### config.mk
export PLATFORM = sky130hd
export DESIGN_NAME = instruction_loader
export DESIGN_NICKNAME = d
export VERILOG_FILES = /design/src/rtl/instruction_loader_pkg.sv /design/src/rtl/instruction_loader.sv
export SDC_FILE = /design/constraint.sdc
export NUM_CORES = 1
export LEC_CHECK = 0
export ABC_AREA = 1
export CAP_MARGIN = 20
export CORE_AREA = 2 2 67 69
export CTS_CLUSTER_SIZE = 40
export DETAILED_ROUTE_END_ITERATION = 16
export DIE_AREA = 0 0 69 71
export PLACE_DENSITY = 0.82
export SYNTH_ARGS = -nofsm -noshare
export SYNTH_HDL_FRONTEND = slang
export SYNTH_SLANG_ARGS = --single-unit
export TNS_END_PERCENT = 5
### constraint.sdc
create_clock -name clk -period 4 [get_ports clk]
set_input_delay 0.6 -clock clk [delete_from_list [all_inputs] [get_ports clk]]
set_output_delay 0.6 -clock clk [all_outputs]
set_load 0.02 [all_outputs]
### src/rtl/instruction_loader_pkg.sv
// Shared definitions for the instruction loader and fetch: widths, FSM encoding,
// and the byte order of a 16-bit instruction in the byte-wide instruction memory.
package instruction_loader_pkg;

  localparam int ADDR_W  = 8;
  localparam int BYTE_W  = 8;
  localparam int INSTR_W = 16;

  // Byte offset of each half of an instruction relative to its base address.
  localparam logic LO_BYTE = 1'b0;
  localparam logic HI_BYTE = 1'b1;

  typedef enum logic [2:0] {
    IDLE  = 3'd0,
    LOAD  = 3'd1,
    WR_LO = 3'd2,
    WR_HI = 3'd3,
    DONE  = 3'd4
  } loader_state_e;

  function automatic logic [BYTE_W-1:0] instrByte(input logic [INSTR_W-1:0] word,
                                                  input logic sel);
    return sel ? word[15:8] : word[7:0];
  endfunction

endpackage

### src/rtl/instruction_loader.sv
// Streams 16-bit instructions into the byte-wide instruction memory as two byte
// writes (low byte at ptr, high byte at ptr+1). Optional LOADER_CHECKSUM_EN adds a byte checksum.
module instruction_loader
  import instruction_loader_pkg::*;
(
  input  logic                 clk,
  input  logic                 reset,
  input  logic                 start,
  input  logic [ADDR_W-1:0]    baseAddress,
  input  logic [7:0]           wordCount,
  input  logic                 inValid,
  input  logic [INSTR_W-1:0]   inWord,
  output logic                 inReady,
  output logic                 memWrite,
  output logic [ADDR_W-1:0]    memAddress,
  output logic [BYTE_W-1:0]    memData,
  output logic                 busy,
  output logic                 done,
  output logic                 cpuHold,
`ifdef LOADER_CHECKSUM_EN
  output logic [BYTE_W-1:0]    checksum,
`endif
  output loader_state_e        dbgState
);

  // Handshake: a word transfers on a rising edge where inValid && inReady are both 1;
  // inReady depends only on the registered state, never on inValid.

  loader_state_e       state, nextState;
  logic [ADDR_W-1:0]   ptr;
  logic [7:0]          remaining;
  logic [INSTR_W-1:0]  word;
  logic                startAccept;
  logic                wordAccept;

  assign startAccept = (state == IDLE) && start;
  assign wordAccept  = (state == LOAD) && inValid;

  always_ff @(posedge clk) begin
    if (reset) begin
      state     <= IDLE;
      ptr       <= '0;
      remaining <= '0;
      word      <= '0;
    end else begin
      state <= nextState;
      if (startAccept) begin
        ptr       <= baseAddress;
        remaining <= wordCount;
      end
      if (wordAccept) begin
        word <= inWord;
      end
      // ptr wraps modulo 256, so an instruction may straddle 0xFF/0x00.
      if (state == WR_LO) begin
        ptr <= ptr + 8'd1;
      end
      if (state == WR_HI) begin
        ptr       <= ptr + 8'd1;
        remaining <= remaining - 8'd1;
      end
    end
  end

  always_comb begin
    nextState  = state;
    inReady    = 1'b0;
    memWrite   = 1'b0;
    memAddress = '0;
    memData    = '0;
    done       = 1'b0;
    case (state)
      IDLE: begin
        if (start) begin
          nextState = (wordCount == 8'd0) ? DONE : LOAD;
        end
      end
      LOAD: begin
        inReady = 1'b1;
        if (inValid) begin
          nextState = WR_LO;
        end
      end
      WR_LO: begin
        memWrite   = 1'b1;
        memAddress = ptr;
        memData    = instrByte(word, LO_BYTE);
        nextState  = WR_HI;
      end
      WR_HI: begin
        memWrite   = 1'b1;
        memAddress = ptr;
        memData    = instrByte(word, HI_BYTE);
        nextState  = (remaining == 8'd1) ? DONE : LOAD;
      end
      DONE: begin
        done      = 1'b1;
        nextState = IDLE;
      end
      default: begin
        nextState = IDLE;
      end
    endcase
  end

  assign busy     = (state == LOAD) || (state == WR_LO) || (state == WR_HI);
  assign cpuHold  = busy;
  assign dbgState = state;

`ifdef LOADER_CHECKSUM_EN
  // Running sum of every byte written; holds from DONE until the next accepted start.
  always_ff @(posedge clk) begin
    if (reset) begin
      checksum <= '0;
    end else if (startAccept) begin
      checksum <= '0;
    end else if (memWrite) begin
      checksum <= checksum + memData;
    end
  end
`endif

endmodule

### Word-level counts from Yosys, hierarchy flattened

Cells that the tools add are included.

* logic and storage cells: 38
* latch bits: 0
* register bits: 35
* memory bits (writable): 0
* memories kept: 0
* output and inout bits: 24
* bits in read-only memories: 0
* bits of input ports: 36

* equal/unequal tests: 7
* div/mod/pow operators: 0
* $lt $le $gt $ge: 0
* shifts and indexed selects: 0
* reductions and logical operators: 10
* $mul: 0
* add/sub/neg operators: 2
* mux-type cells: 15
* bitwise gates (word level): 0

Operator list (number)
* 8-bit 2-to-1 mux: 6
* 8-bit one-hot mux with 2 select lines: 1
* 3-bit 2-to-1 mux: 4
* 3-bit one-hot mux with 4 select lines: 1
* 8-bit by 1-bit adder with 8-bit output, second input constant: 1
* 8-bit by 1-bit == test with 1-bit output, second input constant: 1
* 8-bit zero test: 1
* 8-bit by 1-bit subtractor with 8-bit output, second input constant: 1
* 3-bit by 2-bit == test with 1-bit output, second input constant: 2
* 2-bit inequality test, second input constant: 2
* 3-bit by 1-bit == test with 1-bit output, second input constant: 1
* 3-bit == test, second input constant: 1
* 3-bit zero test: 1
* 1-bit 2-to-1 mux: 3
* 3-bit nonzero test: 1
* 1-bit logical AND: 2
* 1-bit logical OR: 2
* 2-bit AND reduction: 1
* 2-bit nonzero test: 1
* 2-bit OR reduction: 1

### Longest topological paths before layout

* word-level depth: 5
* depth in mapped cells: 9
* mapped depth without buffers: 9

### Least setup slack after synthesis

No wires, ideal clock.

* path type: register to output
* start: register state[1] (netlist: dbgState[1])
* end: output memData[0]
* required time: 3.400 ns
* data arrival time: 1.331 ns
* stages on the path, launching flop included: 8
* path slack: 2.069 ns
* buffers on the path: 1
* cells stage by stage: dfxtp_1 inv_2 nor2_8 nand2_4 inv_4 buf_6 nand2_1 nand2_1

* longest elaborated chain between the ends: 2
* elaborated cells between the ends (all ways): 3
* classes of those cells: eq/ne (2); mux (1)

Ends and longest elaborated chain
* start: declaration: line instruction_loader.sv:29 `loader_state_e state, nextState;`
* start signal: assignment: line instruction_loader.sv:46 `state <= nextState;`
* 3-bit by 2-bit == test with 1-bit output: line instruction_loader.sv:72 `case (state)`
* 8-bit one-hot mux with 2 select lines (*): line instruction_loader.sv:72
* end: declaration: line instruction_loader.sv:16 `output logic [BYTE_W-1:0] memData,`

Mark *: on every way between the ends. The rest lies on a longest branch, timed or not.

### Worst setup path after layout

* start: register state[1] (netlist: dbgState[1])
* end: output memData[6]

The elaborated chain is that of the path after synthesis.

==> flow_metrics.tcl <==
set metrics [dict create \
    antenna_found_initial 0 \
    critical_path_class "reg -> out" \
    yosysWarnings 0 \
    vias 2124 \
    hpwl_um 3700 \
    cts-buffers-inserted 5 \
    rows 24 \
    min_path_type "reg -> reg" \
    clock_path_buffers 2 \
    whs_ns 0.483 \
    dpl.cell_count 413 \
    outcome "complete, no violations" \
    ys_seq_area_share_pct 35.2 \
    grtUsageTotal_pct 22.1 \
    finalSetupViolCount 0 \
    drive_gt1_share_pct 7.32 \
    cts_sinks 35 \
    drc 0 \
    n_antenna_cell 0 \
    grt_overflow 0 \
    synth_edf_count 0 \
    synthesis.area_um2 1990 \
    cts_setup_buffers 0 \
    area_growth_pct 35.7 \
    finClkSkew_ns 0.00237 \
    synthArstFlopShare_pct 0 \
    arrival_ns 2.19 \
    port_buffers 59 \
    vdd_drop_max_v 0.000231 \
    ios 60 \
    first_pass_iters 4 \
    crit_fanout 19 \
    worstSkewPairLatency_ns 0.29 \
    design.core.area_um2 4200 \
    yosysUniqueCellTypes 30 \
    root_buffer "clkbuf_8" \
    period_share_pct 69.8 \
    worst_pin_slew_ns 0.607 \
    clk_pin_slew_ns 0.07 \
    syn_inst 312 \
    cp-end-kind "output port" \
    die_w_um 69 \
    drv_cap 0 \
    required_ns 3.40 \
    dieArea_um2 4900 \
    slew_violations 0 \
    setup.worst_path.start_class "register" \
    initial_core_util_pct 47.3 \
    detail_route.wl_per_cell_um 12.1 \
    timing.slew.headroom_pct 59.5 \
    min_path_cells 2 \
    layout.nets 407 \
    p_leak_nw 1.16 \
    drtIter0Drc 145 \
    htree_levels 2 \
    postRouteAntennaNets 0 \
    period_minus_slack_ns 2.79 \
    placed_area_um2 2580 \
    gp_congestion 0.875 \
    tritoncts "yes" \
    grt_max_degree 23 \
    ys_ff_latch 35 \
    layout_commonest_cell "nand2_1" \
    ctsResizeCount 0 \
    rsz0062_at_grt "no" \
    syn_area_per_cell_um2 6.38 \
    wl_um 5100 \
    tns_ns 0 \
    grt_pass1_vias 1999 \
    synth-main-ff-cell "dfxtp_1" \
    cts_hold_buf 0 \
    vias_per_cell 5.05 \
    die_h_um 71 \
    synth_nets 351 \
    reg2reg_depth 6 \
    post-route-cell-area_um2 2700 \
    stdcell_count 421 \
    fmax_ghz 0.358 \
    grt_pass1_wl_um 8900 \
    final_cell_mix "nand2_1 (81), nor2_1 (62), clkdlybuf4s50_1 (59), dfxtp_1 (35), nand3_1 (27)" \
    cellPowerDensity_nw_per_um2 435 \
    finalHoldViolCount 0 \
]
## metrics by stage
stage	setup slack [ns]	power (mW)	util (%)
after floorplan	2.07	0.721	-
after global placement	1.62	0.834	61.4
after detailed placement	1.53	0.841	61.4
after CTS	1.20	1.18	64.2
after global routing	1.04	1.25	64.2
final	1.21	1.17	64.2
## sequential cells by signal, summed over array words and instances (netlist names)
signal,count
remaining,8
word,16
ptr,8
dbgState,3
## where the power goes
part	internal, mW	switching [mW]
logic	0.156	0.236
registers	0.403	0.0441
clock network	0.202	0.133
## cells in the mapped netlist, drive strengths merged, types with 3 or more instances
library cell | instances | area share, %
a31oi | 3 | 0.94
nand3 | 27 | 6.8
ha | 3 | 1.9
o21ai | 27 | 6.8
nand2 | 88 | 18
nor3 | 4 | 1.6
a21oi | 12 | 3.0
inv | 30 | 5.8
clkbuf | 5 | 1.0
buf | 5 | 2.1
nor2 | 64 | 13
dfxtp | 35 | 35
## critical path: stages, from the launching register on
cell	delay, ns
dfxtp_1	0.47
inv_2	0.11
nor2_8	0.24
nand2_4	0.14
inv_4	0.19
nand2_1	0.08
nand2_1	0.07
clkdlybuf4s50_1	0.60
## layer usage
layer / global-route usage (%) / vias up / part of all wire (%)
met5: 0 / - / 0
met4: 7.84 / 0 / 1.4
met3: 6.84 / 8 / 7.3
met2: 36.1 / 73 / 47
met1: 27.8 / 931 / 44
li1: - / 1112 / -
## final cells by class
| type | instances | area (µm²) |
|---|---|---|
| Fill cell | 391 | 1500 |
| Multi-Input combinational cell | 236 | 1100 |
| Sequential cell | 35 | 701 |
| Timing Repair Buffer | 59 | 591 |
| Inverter | 31 | 124 |
| Clock buffer | 6 | 82.6 |
| Tap cell | 52 | 65.1 |
| Clock inverter | 2 | 35.0 |
## path summary, 6_finish.rpt
kind / to / from / slack (ns)
setup / recovery: memData[6] / dbgState[1] / 1.21
hold / removal: remaining[7] / remaining[7] / 0.48
setup reg to reg: word[3] / dbgState[0] / 2.40
hold reg to reg: remaining[7] / remaining[7] / 0.48
## kinds of logic (layout without fill, tap and decap cells)
family	Yosys count	count (layout)	synth area share, %
flops	35	35	35.2
compound gates	45	45	11.9
simple gates	185	185	40.3
buf+inv	41	98	9.37
xor+xnor	2	2	0.881
fa+ha+maj	3	3	1.89
mux	1	1	0.503
Power figures use the tool's default switching activity.
